$ cat src/rtl/serial_adder_if.sv
// Operand and result handshake bundle for the bit-serial adder.
interface serial_adder_if #(
    parameter int unsigned WIDTH = 8
) ();
    logic             in_valid;
    logic             in_ready;
    logic [WIDTH-1:0] A;
    logic [WIDTH-1:0] B;
    logic             Cin;
    logic             out_valid;
    logic             out_ready;
    logic [WIDTH-1:0] Sum;
    logic             Cout;

    // Operand source / result consumer side
    modport master (
        output in_valid, A, B, Cin, out_ready,
        input  in_ready, out_valid, Sum, Cout
    );

    // Adder side
    modport slave (
        input  in_valid, A, B, Cin, out_ready,
        output in_ready, out_valid, Sum, Cout
    );
endinterface

$ cat src/rtl/serial_adder.sv
// Bit-serial WIDTH-bit adder: one full-adder slice, registered carry, LSB first.
module serial_adder #(
    parameter int unsigned WIDTH = 8
) (
    input  logic           clk,
    input  logic           rst,
    serial_adder_if.slave  bus,
    output logic           busy
);
    localparam int unsigned CW = $clog2(WIDTH + 1);

    // One-hot so each Moore output is a flop bit
    typedef enum logic [2:0] {
        ST_IDLE = 3'b001,
        ST_RUN  = 3'b010,
        ST_DONE = 3'b100
    } state_e;

    state_e           state_q, state_d;
    logic [WIDTH-1:0] a_sh_q, a_sh_d;
    logic [WIDTH-1:0] b_sh_q, b_sh_d;
    logic [WIDTH-1:0] sum_sh_q, sum_sh_d;
    logic             carry_q, carry_d;
    logic [CW-1:0]    cnt_q, cnt_d;
    logic [WIDTH-1:0] sum_q, sum_d;
    logic             cout_q, cout_d;
    logic             fa_s, fa_c;

    // State and datapath registers, synchronous reset
    always_ff @(posedge clk) begin
        if (rst) begin
            state_q  <= ST_IDLE;
            a_sh_q   <= '0;
            b_sh_q   <= '0;
            sum_sh_q <= '0;
            carry_q  <= 1'b0;
            cnt_q    <= '0;
            sum_q    <= '0;
            cout_q   <= 1'b0;
        end else begin
            state_q  <= state_d;
            a_sh_q   <= a_sh_d;
            b_sh_q   <= b_sh_d;
            sum_sh_q <= sum_sh_d;
            carry_q  <= carry_d;
            cnt_q    <= cnt_d;
            sum_q    <= sum_d;
            cout_q   <= cout_d;
        end
    end

    // Next-state, full-adder slice and shift datapath
    always_comb begin
        state_d  = state_q;
        a_sh_d   = a_sh_q;
        b_sh_d   = b_sh_q;
        sum_sh_d = sum_sh_q;
        carry_d  = carry_q;
        cnt_d    = cnt_q;
        sum_d    = sum_q;
        cout_d   = cout_q;

        fa_s = a_sh_q[0] ^ b_sh_q[0] ^ carry_q;
        fa_c = (a_sh_q[0] & b_sh_q[0]) | (a_sh_q[0] & carry_q) | (b_sh_q[0] & carry_q);

        unique case (state_q)
            ST_IDLE: begin
                if (bus.in_valid) begin
                    a_sh_d  = bus.A;
                    b_sh_d  = bus.B;
                    carry_d = bus.Cin;
                    cnt_d   = '0;
                    state_d = ST_RUN;
                end
            end
            ST_RUN: begin
                a_sh_d   = a_sh_q >> 1;
                b_sh_d   = b_sh_q >> 1;
                // Shift-based insert keeps WIDTH=1 legal (no empty slice)
                sum_sh_d = (sum_sh_q >> 1) | (WIDTH'(fa_s) << (WIDTH - 1));
                carry_d  = fa_c;
                cnt_d    = cnt_q + CW'(1);
                if (cnt_q == CW'(WIDTH - 1)) begin
                    sum_d   = sum_sh_d;
                    cout_d  = fa_c;
                    state_d = ST_DONE;
                end
            end
            ST_DONE: begin
                if (bus.out_ready) begin
                    state_d = ST_IDLE;
                end
            end
            default: state_d = ST_IDLE;
        endcase
    end

    assign bus.in_ready  = state_q[0];
    assign busy          = state_q[1];
    assign bus.out_valid = state_q[2];
    assign bus.Sum       = sum_q;
    assign bus.Cout      = cout_q;
endmodule
$ cat src/flat_wrapper.sv
// flat-port wrapper written by rule: the top's interface ports become plain ports
module serial_adder_flat 
#(
    parameter int unsigned WIDTH = 8
)
  (clk, rst, busy, bus_in_valid, bus_A, bus_B, bus_Cin, bus_out_ready, bus_in_ready, bus_out_valid, bus_Sum, bus_Cout);
  serial_adder_if #(.WIDTH(WIDTH)) bus_i ();
  input  logic clk;
  input  logic rst;
  output logic busy;
  input wire logic [$bits(bus_i.in_valid)-1:0] bus_in_valid;
  input wire logic [$bits(bus_i.A)-1:0] bus_A;
  input wire logic [$bits(bus_i.B)-1:0] bus_B;
  input wire logic [$bits(bus_i.Cin)-1:0] bus_Cin;
  input wire logic [$bits(bus_i.out_ready)-1:0] bus_out_ready;
  output wire logic [$bits(bus_i.in_ready)-1:0] bus_in_ready;
  output wire logic [$bits(bus_i.out_valid)-1:0] bus_out_valid;
  output wire logic [$bits(bus_i.Sum)-1:0] bus_Sum;
  output wire logic [$bits(bus_i.Cout)-1:0] bus_Cout;
  assign bus_i.in_valid = bus_in_valid;
  assign bus_i.A = bus_A;
  assign bus_i.B = bus_B;
  assign bus_i.Cin = bus_Cin;
  assign bus_i.out_ready = bus_out_ready;
  assign bus_in_ready = bus_i.in_ready;
  assign bus_out_valid = bus_i.out_valid;
  assign bus_Sum = bus_i.Sum;
  assign bus_Cout = bus_i.Cout;
  serial_adder #(.WIDTH(WIDTH)) u_core (.clk(clk), .rst(rst), .bus(bus_i), .busy(busy));
endmodule
$ cat config.mk
export PLATFORM = sky130hd
export DESIGN_NAME = serial_adder_flat
export DESIGN_NICKNAME = d
export VERILOG_FILES = /design/src/rtl/serial_adder_if.sv /design/src/rtl/serial_adder.sv /design/src/flat_wrapper.sv
export SDC_FILE = /design/constraint.sdc
export NUM_CORES = 1
export LEC_CHECK = 0
export ABC_AREA = 1
export BUFFER_PORTS_ARGS = -buffer_cell sky130_fd_sc_hd__buf_2
export CAP_MARGIN = 20
export CORE_MARGIN = 4
export CORE_UTILIZATION = 54
export DETAILED_ROUTE_END_ITERATION = 10
export PLACE_DENSITY_LB_ADDON = 0.3
export SYNTH_ARGS = -nofsm -noshare
export SYNTH_HDL_FRONTEND = slang
export SYNTH_SLANG_ARGS = --single-unit
$ cat constraint.sdc
create_clock -name clk -period 1.92 [get_ports clk]
set_clock_uncertainty 0.2 [all_clocks]
set_input_delay 0.48 -clock clk [delete_from_list [all_inputs] [get_ports clk]]
set_output_delay 0.48 -clock clk [all_outputs]
set_load 0.02 [all_outputs]
Word level (Yosys, flattened, before mapping)
Index checks and enable logic that the tools add are counted.
{"block": "totals", "regBits": 41, "out_inout_bits": 12, "word_cells": 40}
{"block": "op_classes", "n_addsub": 1, "n_eq_ne": 7, "n_mux": 12, "n_bitwise": 8, "reduce_logical": 4}
{"operator": "8-bit case mux with 2 select lines", "count": 2}
{"operator": "8-bit 2-to-1 mux", "count": 2}
{"operator": "3-bit 2-to-1 mux", "count": 3}
{"operator": "3-bit case mux with 3 select lines", "count": 1}
{"operator": "7-bit by 8-bit OR with 8-bit output", "count": 1}
{"operator": "4-bit case mux with 2 select lines", "count": 1}
{"operator": "4-bit by 1-bit adder with 4-bit output, second input constant", "count": 1}
{"operator": "4-bit by 3-bit == test with 1-bit output, second input constant", "count": 1}
{"operator": "4-bit 2-to-1 mux", "count": 1}
{"operator": "2-bit inequality test, second input constant", "count": 2}
{"operator": "2-bit AND reduction", "count": 2}
{"operator": "1-bit bitwise AND", "count": 3}
{"operator": "3-bit by 1-bit == test with 1-bit output, second input constant", "count": 1}
{"operator": "3-bit by 2-bit == test with 1-bit output, second input constant", "count": 1}
{"operator": "3-bit == test, second input constant", "count": 1}
{"operator": "3-bit AND reduction", "count": 1}
{"operator": "2-bit by 1-bit inequality test with 1-bit output, second input constant", "count": 1}
{"operator": "1-bit OR", "count": 2}
{"operator": "1-bit case mux with 2 select lines", "count": 1}
{"operator": "2-bit nonzero test", "count": 1}
{"operator": "1-bit XOR", "count": 2}
{"operator": "1-bit 2-to-1 mux", "count": 1}

Longest topological paths before layout
Gate-level depths: netlist (run 1).
{"block": "depth", "depth_word": 4, "ltp_mapped": 8, "mapped_depth_nobuf": 6}

Least setup slack after synthesis (run 1)
Ideal clock, no wire load.
{"block": "synth_path", "path_kind": "register -> register", "startpoint": "reg u_core.state_q[1]", "endpoint": "reg u_core.a_sh_q[6]", "arrival_ps": 1228, "path_slack_ps": 379, "stages_incl_launch_ff": 8, "path_buffers": 2, "period_less_slack_ps": 1541, "cell_sequence": "dfxtp_1 -> buf_2 -> inv_1 -> nand3_1 -> buf_2 -> nand3b_1 -> nand2_1 -> nor2_1"}
{"block": "synth_via", "elab_chain_len": 3, "word_cells_on_any_way": 6, "classes_between": "3 x eq/ne; 1 x mux; 2 x reduce/logical"}
{"element": "from (decl)", "line_no": "serial_adder.sv:19", "rtl": "state_e state_q, state_d;"}
{"element": "from (signal assigned)", "line_no": "serial_adder.sv:41", "rtl": "state_q <= state_d;"}
{"element": "3-bit by 1-bit == test with 1-bit output or 3-bit by 2-bit == test with 1-bit output (tied branches)", "line_no": "serial_adder.sv:66", "rtl": "unique case (state_q)"}
{"element": "2-bit inequality test (no source line) or 2-bit nonzero test (tied branches)"}
{"element": "2-bit AND reduction (no source line)"}
{"element": "to (signal assigned)", "line_no": "serial_adder.sv:42", "rtl": "a_sh_q <= a_sh_d;"}
{"element": "to (decl)", "line_no": "serial_adder.sv:20", "rtl": "logic [WIDTH-1:0] a_sh_q, a_sh_d;"}
Parallel ways exist; a longest one is shown, timed or not.
A chain may end at the register's enable or synchronous reset.

Final worst setup path (run 1)
{"block": "layout_path", "startpoint": "reg u_core.state_q[2]", "endpoint": "out bus_out_valid"}
{"element": "to (decl)", "line_no": "flat_wrapper.sv:17", "rtl": "output wire logic [$bits(bus_i.out_valid)-1:0] bus_out_valid;"}
No word-level cell between the ends.

==> run summary, run 1 <==
gr ovfl total: 0
starting density of the core: 58.1%
# diodes: 0
maximum clock rate: 567 MHz
placed cell areas: 2040 um^2
Setup Total Neg Slack: 0 ps
GR Util All Layers: 20.5%
Net count, final: 320
Post-Layout Cell Count: 342
remaining antenna violation count: 0
kind of end point of the critical path: output pin
Hold Vio Cnt, Final: 0
commonest non-fill, non-tap cells in the layout: 70 x nand2_1, 50 x nor2_1, 40 x dfxtp_1
FP Rows: 20
critical path's slowest cell: dfxtp_1
DIE AREA: 4390 um^2
Synth cell types: 19
Synth Warn #: 0
Die H: 66.3 um
CP top delay family: flip-flops
Final Power: 1.80 mW
Initial DRC Count: 118
Clock Latency Late Sink: 360 ps
Critical Path, Cell by Cell: buf_2
# setup viols final: 0
Async SR Flop Fraction: 0%
number of enable flip-flop cells after synthesis: 0
worst path bufs/invs: 1
TritonCTS clock tree: yes
CTS buffer count: 5
hpwl dp: 2720 um
CTS Root Cell: clkbuf_4
max incr delay on CP: 500 ps
Worst R2R Start: u_core.cnt_q[0]
Req. time, crit path: 1240 ps
htree depth: 2
Final Max Tran Viols: 0
P per Cell Area: 841 nW/um^2
Most used DFF post-synth: dfxtp_1
drt drc: 0
Area growth syn-to-layout: 16.9%
average size of a mapped cell: 7.02 um^2
crit share post-route: 91.8%
drt via density: 5.16
total of max-cap violations: 0
HP Start: bus_B[7]
Post-CTS Setup Inserts: 0
share of layout cells above drive strength 1: 19.1%
placed cell count: 331
Pre-antenna DRT Iters: 4
design area: 2140 um^2
port bufs: 32
Hold Path Class: in -> reg
Synthesized Nets: 284
largest net degree at the start of global routing: 21
synthesized cell area: 1830 um^2
post-synthesis sequential area ratio: 43.7%
core area: 3150 um^2
cts hold-fix bufs: 0
VDD IR-drop max: 949 uV
first-pass GRT wire length: 6980 um
post-cts sizing count: 0
Vias: 1,764
critical path class: reg -> out
worst-path fanout max: 6
status: finished, final reports clean
synthesized instance count: 261
Startpoint Class: flop
vias in the first global route: 1,594
crit path launch: u_core.state_q[2]
RSZ-0062 raised after global routing: false
measured slew at the worst slew-check pin: 350 ps
post-layout min period: 1760 ps
initial antenna violation count: 0
boundary pin count: 33
Seq cells post-synth: 40
CTS sink cnt: 40
Placer Congestion: 0.777
final WL: 3980 um
Worst-path clk slew: 120 ps
Slew headroom: 76.6%
die width: 66.3 um
Max Root-Sink Buffers: 2
commonest non-fill, non-tap cell in the layout: nand2_1
DR WL/cell: 11.6 um
critical path arrival: 1080 ps
leakage: 1.04 nW
[cell usage after synthesis (2+ instances only)]
library cell / count / area [um^2]
nand2_1: 70 / 263
nor2_4: 2 / 22.5
nand3b_1: 16 / 120
nor2_2: 2 / 12.5
nand4_1: 2 / 12.5
nand3_1: 24 / 120
inv_1: 8 / 30.0
clkbuf_1: 4 / 15.0
nor2_1: 50 / 188
dfxtp_1: 40 / 801
buf_2: 9 / 45.0
a21oi_1: 15 / 75.1
o21ai_0: 13 / 65.1
[area by class of cell]
| class | instances | area, um^2 |
|---|---|---|
| fill | 301 | 1010 |
| multi-input combinational | 199 | 935 |
| sequential | 40 | 801 |
| timing repair buffer | 43 | 243 |
| tap | 44 | 55.1 |
| clock inverter | 3 | 42.5 |
| clock buffer | 5 | 37.5 |
| inverter | 8 | 30.0 |
[worst paths after layout]
path | cells past startpoint | slack (ps) | endpoint
hold reg to reg | 2 | 270 | u_core.bus.Sum[1]
setup / recovery | 1 | 160 | bus_out_valid
setup reg to reg | 6 | 250 | u_core.bus.Sum[0]
hold / removal | 3 | 170 | u_core.b_sh_q[7]
[flip-flops by register name, indices dropped and copies added (netlist names)]
signal / cells
u_core.b_sh_q: 8
u_core.a_sh_q: 8
u_core.carry_q: 1
u_core.state_q: 3
u_core.cnt_q: 4
u_core.sum_sh_q: 7
u_core.bus.Cout: 1
u_core.bus.Sum: 8
[power breakdown]
part	switching [mW]	internal (mW)	leakage [nW]	total, mW
Sequential	0.0386	0.890	0.327	0.929
Combinational	0.188	0.134	0.674	0.322
Clock	0.281	0.271	0.0412	0.553
Total	0.508	1.30	1.04	1.80
[layer usage]
| layer | GRT usage [%] | routed length, um | up-vias |
|---|---|---|---|
| met1 | 26.0 | 1910 | 807 |
| met5 | 0 | 0 | - |
| met4 | 8.38 | 78 | 0 |
| li1 | - | - | 914 |
| met3 | 5.10 | 190 | 9 |
| met2 | 32.8 | 1800 | 34 |
[cell families after synthesis]
family                     after synthesis  share of synthesized area (%)
AOI/OAI and AO/OA                       29                           7.99
and+or+nand+nor                        168                           41.2
DFF                                     40                           43.7
buffers and inverters                   22                           5.32
adders and majority gates                2                           1.77
[metrics by stage]
step	setup slack [ps]	util, %	hold WS, ps
6_report	157	68.0	169
5_1_grt	88.2	68.0	198
4_1_cts	93.5	67.3	163
3_5_place_dp	115	64.7	250
3_3_place_gp	199	64.7	245
2_1_floorplan	379	-	243
No activity file was read; power rests on OpenSTA's default activity.
==> run 2, diff against run 1 <==
ABC_AREA = default   (was 1)
==> run summary, run 2 <==
Seq cells post-synth: 40 (unchanged)
Clock Latency Late Sink: 350 ps (about the same)
synthesized cell area: 1830 um^2 (about the same)
worst path bufs/invs: 1 (unchanged)
Post-CTS Setup Inserts: 0 (unchanged)
Final Power: 1.71 mW (-5.1%)
Most used DFF post-synth: dfxtp_1
critical path class: reg -> out
Area contributors post-synth: dfxtp_1 44%, o31ai_1 6.1%, nand2b_1 5.8%, a21oi_1 5.5%, nor4_1 5.1%
Post-Layout Cell Count: 295 (-14%)
port bufs: 32 (unchanged)
VDD IR-drop max: 468 uV (-51%)
worst-path fanout max: 10 (+4)
synthesized instance count: 223 (-15%)
placed cell areas: 2050 um^2 (+0.25%)
area leader, netlist: dfxtp_1
die width: 66.2 um (about the same)
boundary pin count: 33 (unchanged)
critical path arrival: 1080 ps (about the same)
Setup crit end: bus_out_valid
post-layout min period: 1760 ps (-3.80 ps)
Startpoint Class: flop
Slew headroom: 64.7% (-12 points)
# diodes: 0 (unchanged)
gr ovfl total: 0 (unchanged)
initial antenna violation count: 0 (unchanged)
DIE AREA: 4390 um^2 (about the same)
cts hold-fix bufs: 0 (unchanged)
post-cts sizing count: 0 (unchanged)
CTS Root Cell: clkbuf_4
Initial DRC Count: 162 (+37%)
Worst-path clk slew: 120 ps (about the same)
Async SR Flop Fraction: 0% (unchanged)
Placement Setup Slack: 255 ps (+140 ps)
Die H: 66.2 um (about the same)
largest net degree at the start of global routing: 32 (+52%)
measured slew at the worst slew-check pin: 530 ps (+180 ps)
setup slack, reg-to-reg: 260 ps (about the same)
commonest non-fill, non-tap cell in the layout: dfxtp_1
TritonCTS clock tree: yes
R2R cell count: 4 (-2)
leakage: 0.799 nW (-23%)
WP depth: 1 (unchanged)
RSZ-0062 raised after global routing: false
Area growth syn-to-layout: 16.9% (about the same)
Util after Layout: 67.9% (-0.079 points)
Net count, final: 273 (-15%)
worst hold-check slack: 190 ps (+20.2 ps)
design area: 2140 um^2 (-0.12%)
CTS sink cnt: 40 (unchanged)
Req. time, crit path: 1240 ps (about the same)
Synthesized Nets: 246 (-13%)
drt drc: 0 (unchanged)
# setup viols final: 0 (unchanged)
vias in the first global route: 1,564 (-1.9%)
Reg2Reg Capture Point: u_core.bus.Cout
Synth cell types: 28 (+9)
count leader, synth: dfxtp_1
share of layout cells above drive strength 1: 20.3% (+1.2 points)
total of max-cap violations: 0 (unchanged)
DR WL/cell: 13.6 um (+17%)
post-synthesis sequential area ratio: 43.7% (about the same)
first-pass GRT wire length: 6980 um (unchanged)
Synth top cells by count: 40 x dfxtp_1, 20 x a21oi_1, 17 x nand2_1, 17 x nand2b_1, 17 x nor3_1
number of enable flip-flop cells after synthesis: 0 (unchanged)
final WL: 4020 um (+0.90%)
core area: 3150 um^2 (unchanged)
Pre-antenna DRT Iters: 4 (unchanged)
Setup Total Neg Slack: 0 ps (unchanged)
CP top delay family: flip-flops
htree depth: 2 (unchanged)
average size of a mapped cell: 8.21 um^2 (+17%)
Hold Path Class: in -> reg
starting density of the core: 58.1% (about the same)
max incr delay on CP: 510 ps (about the same)
P per Cell Area: 799 nW/um^2 (-5.0%)
remaining antenna violation count: 0 (unchanged)
Critical Path, Cell by Cell: buf_2
status: finished, final reports clean
crit path launch: u_core.state_q[2]
kind of end point of the critical path: output pin
Max Root-Sink Buffers: 2 (unchanged)
Worst R2R Start: u_core.cnt_q[0]
drt via density: 5.63 (+9.1%)
commonest non-fill, non-tap cells in the layout: 40 x dfxtp_1, 32 x buf_2, 20 x a21oi_1
critical path's slowest cell: dfxtp_1
placed cell count: 287 (-13%)
Hold Vio Cnt, Final: 0 (unchanged)
top-area cell type share of the netlist area: 43.7% (about the same)
Setup WS post-layout: 161 ps (+3.80 ps)
Vias: 1,660 (-5.9%)
# fillers: 287 (-4.7%)
Synth Warn #: 0 (unchanged)
Placer Congestion: 0.739 (-4.9%)
hpwl dp: 2580 um (-5.2%)
FP Rows: 20 (unchanged)
maximum clock rate: 569 MHz (+0.22%)
GR Util All Layers: 20.4% (-0.050 points)
Final Max Tran Viols: 0 (unchanged)
CTS buffer count: 5 (unchanged)
crit share post-route: 91.6% (-0.20 points)
[run 2: changes by cell type after synthesis, sizes merged, moves of 5 or more]
cell / delta
nand3b: -15
nand2: -55
nor2: -39
nor4: +15
inv: -8
o31ai: +15
nand2b: +17
nor3: +17
nand3: -9
buf: +5
a21oi: +5
[run 2: worst min path at each step]
stage                                   from                 end  slack, ps  depth (start not counted)
after floorplan           u_core.sum_sh_q[1]  u_core.sum_sh_q[1]        240                          2
after global placement    u_core.sum_sh_q[1]  u_core.sum_sh_q[1]        250                          2
after detailed placement  u_core.sum_sh_q[1]  u_core.sum_sh_q[1]        250                          2
after CTS                           bus_B[0]    u_core.b_sh_q[0]        190                          3
after global routing                bus_B[1]    u_core.b_sh_q[1]        190                          3
final                               bus_B[0]    u_core.b_sh_q[0]        190                          3
[run 2: cell families after synthesis]
| family | count (synthesis) | share of synthesized area [%] |
|---|---|---|
| and+or+nand+nor | 109 | 32.3 |
| AOI/OAI and AO/OA | 48 | 15.6 |
| DFF | 40 | 43.7 |
| muxes | 2 | 1.09 |
| buffers and inverters | 22 | 5.53 |
| adders and majority gates | 2 | 1.78 |
[run 2: cell type report]
cell class | instances | area (um^2) | area share (%)
multi-input cells | 161 | 930 | 43.4
flip-flops and latches | 40 | 801 | 37.4
repair buffers | 42 | 260 | 12.2
clock buffers | 7 | 65.1 | 3.04
well taps | 44 | 55.1 | 2.57
clock inverters | 1 | 30.0 | 1.40
[run 2: where the power goes]
group          internal (mW)  total (mW)  switching [mW]
logic                 0.0927       0.189          0.0966
clock network          0.346       0.618           0.273
registers              0.870       0.904          0.0334
total                   1.31        1.71           0.403
[run 2: routing by layer]
layer	track usage [%]	up-vias	part of all wire, %
met5	0	-	0
met4	7.11	0	0.92
met3	6.29	4	6.2
met2	30.7	48	45
met1	27.4	753	48
li1	-	855	-
==> run 3, diff against run 2 <==
CORE_UTILIZATION = 47   (was 54)
CTS_CLUSTER_SIZE = 28   (was default)
PLACE_DENSITY = 0.69   (was default)
PLACE_DENSITY_LB_ADDON = default   (was 0.3)
==> run summary, run 3 (synthesis results as in run 2) <==
status: finished, final reports clean
kind of end point of the critical path: flop
VDD IR-drop max: 368 uV (-22%)
Post-CTS Setup Inserts: 0 (unchanged)
critical path class: reg -> reg
Max Root-Sink Buffers: 2 (unchanged)
Clk network pwr share: 34.4% (-1.7 points)
Hold Vio Cnt, Final: 0 (unchanged)
commonest non-fill, non-tap cells in the layout: 40 x dfxtp_1, 32 x buf_2, 20 x a21oi_1
Req. time, crit path: 1950 ps (+710 ps)
switching power total: 0.414 mW (+2.7%)
# diodes: 0 (unchanged)
initial antenna violation count: 0 (unchanged)
Seq pwr share: 54.4% (+1.6 points)
largest net degree at the start of global routing: 28 (-13%)
DIE AREA: 4960 um^2 (+13%)
Vias: 1,681 (+1.3%)
first-pass GRT wire length: 7130 um (+2.3%)
vias in the first global route: 1,560 (-0.26%)
P per Cell Area: 771 nW/um^2 (-3.6%)
worst-path fanout max: 17 (+7)
share of layout cells above drive strength 1: 21.3% (+0.94 points)
design area: 2150 um^2 (+0.58%)
post-cts sizing count: 0 (unchanged)
Die H: 70.4 um (+6.3%)
placed cell count: 294 (+2.4%)
TritonCTS clock tree: yes
Area growth syn-to-layout: 17.6%
total of max-cap violations: 0 (unchanged)
Startpoint Class: flop
# setup viols final: 0 (unchanged)
critical path arrival: 1720 ps (+640 ps)
Pint: 1.25 mW (-4.8%)
RSZ-0062 raised after global routing: false
htree depth: 2 (unchanged)
Final Power: 1.66 mW (-3.0%)
die width: 70.4 um (+6.3%)
maximum clock rate: 590 MHz (+3.7%)
leakage: 0.810 nW (+1.4%)
Final Max Tran Viols: 0 (unchanged)
worst hold-check slack: 266 ps (+76.2 ps)
port bufs: 32 (unchanged)
Hold Path Class: in -> reg
Pre-antenna DRT Iters: 4 (unchanged)
Net count, final: 276 (+1.1%)
GR Util All Layers: 17.6% (-2.8 points)
CTS sink cnt: 40 (unchanged)
crit share post-route: 88.3% (-3.3 points)
Setup Total Neg Slack: 0 ps (unchanged)
DR WL/cell: 13.6 um (-0.18%)
hpwl dp: 2810 um (+9.1%)
commonest non-fill, non-tap cell in the layout: dfxtp_1
post-layout min period: 1700 ps (-63.0 ps)
Slew headroom: 73.6% (+8.9 points)
measured slew at the worst slew-check pin: 397 ps (-133 ps)
Worst-path clk slew: 80 ps (-40 ps)
Clock Latency Late Sink: 290 ps (-60 ps)
Placer Congestion: 0.754 (+2.1%)
placed cell areas: 2060 um^2 (+0.73%)
FP Rows: 22 (+10%)
final WL: 4110 um (+2.2%)
Post-Layout Cell Count: 302 (+2.4%)
core area: 3720 um^2 (+18%)
gr ovfl total: 0 (unchanged)
CTS buffer count: 5 (unchanged)
Sw Share: 24.9% (+1.4 points)
Combinational Power Share: 11.2% (about the same)
cts hold-fix bufs: 0 (unchanged)
# fillers: 358 (+25%)
drt via density: 5.57 (-1.1%)
CTS Root Cell: clkbuf_8
starting density of the core: 49.3% (-8.8 points)
boundary pin count: 33 (unchanged)
drt drc: 0 (unchanged)
remaining antenna violation count: 0 (unchanged)
Initial DRC Count: 142 (-12%)
## run 3: per-layer routing
layer | vias to the layer above | global-route usage, % | wire [um]
met5 | - | 0 | 0
met2 | 34 | 27.4 | 1820
met3 | 7 | 3.17 | 175
li1 | 864 | - | -
met1 | 776 | 23.9 | 2040
met4 | 0 | 7.23 | 73
## run 3: stage by stage
step	utilization (%)	setup WS, ps
global route	57.9	22.4
floorplan	-	250
global placement	55.5	240
finish	57.9	224
CTS	57.9	221
detailed placement	55.5	237
## run 3: area by class of cell
type                    instances  area [um^2]  area share (%)
multi-input cells             161          930            43.2
flip-flops and latches         40          801            37.2
repair buffers                 45          270            12.6
clock buffers                   6         82.6            3.83
well taps                      48         60.1            2.79
clock inverters                 2         10.0           0.465
## run 3: path summary, 6_finish.rpt
| path | start | endpoint | slack [ps] | depth (start not counted) |
|---|---|---|---|---|
| min reg2reg | u_core.sum_sh_q[3] | u_core.sum_sh_q[2] | 270 | 2 |
| max | u_core.state_q[2] | u_core.bus.Sum[6] | 220 | 5 |
| min | bus_B[2] | u_core.b_sh_q[2] | 270 | 3 |
| max reg2reg | u_core.state_q[2] | u_core.bus.Sum[6] | 220 | 5 |
## run 3: power groups by stage
stage / clock network [mW] / logic [mW] / registers [mW]
after floorplan: 0 / 0.128 / 0.917
after detailed placement: 0 / 0.188 / 0.922
final: 0.570 / 0.186 / 0.904
after global placement: 0 / 0.184 / 0.922
after CTS: 0.587 / 0.188 / 0.903
after global routing: 0.622 / 0.207 / 0.909
## run 3: critical path: stages (launching register included)
cell      delay, ps
dfxtp_1         390
buf_4           220
nor4bb_1        370
buf_4           220
nand3_1         100
a21oi_1         130
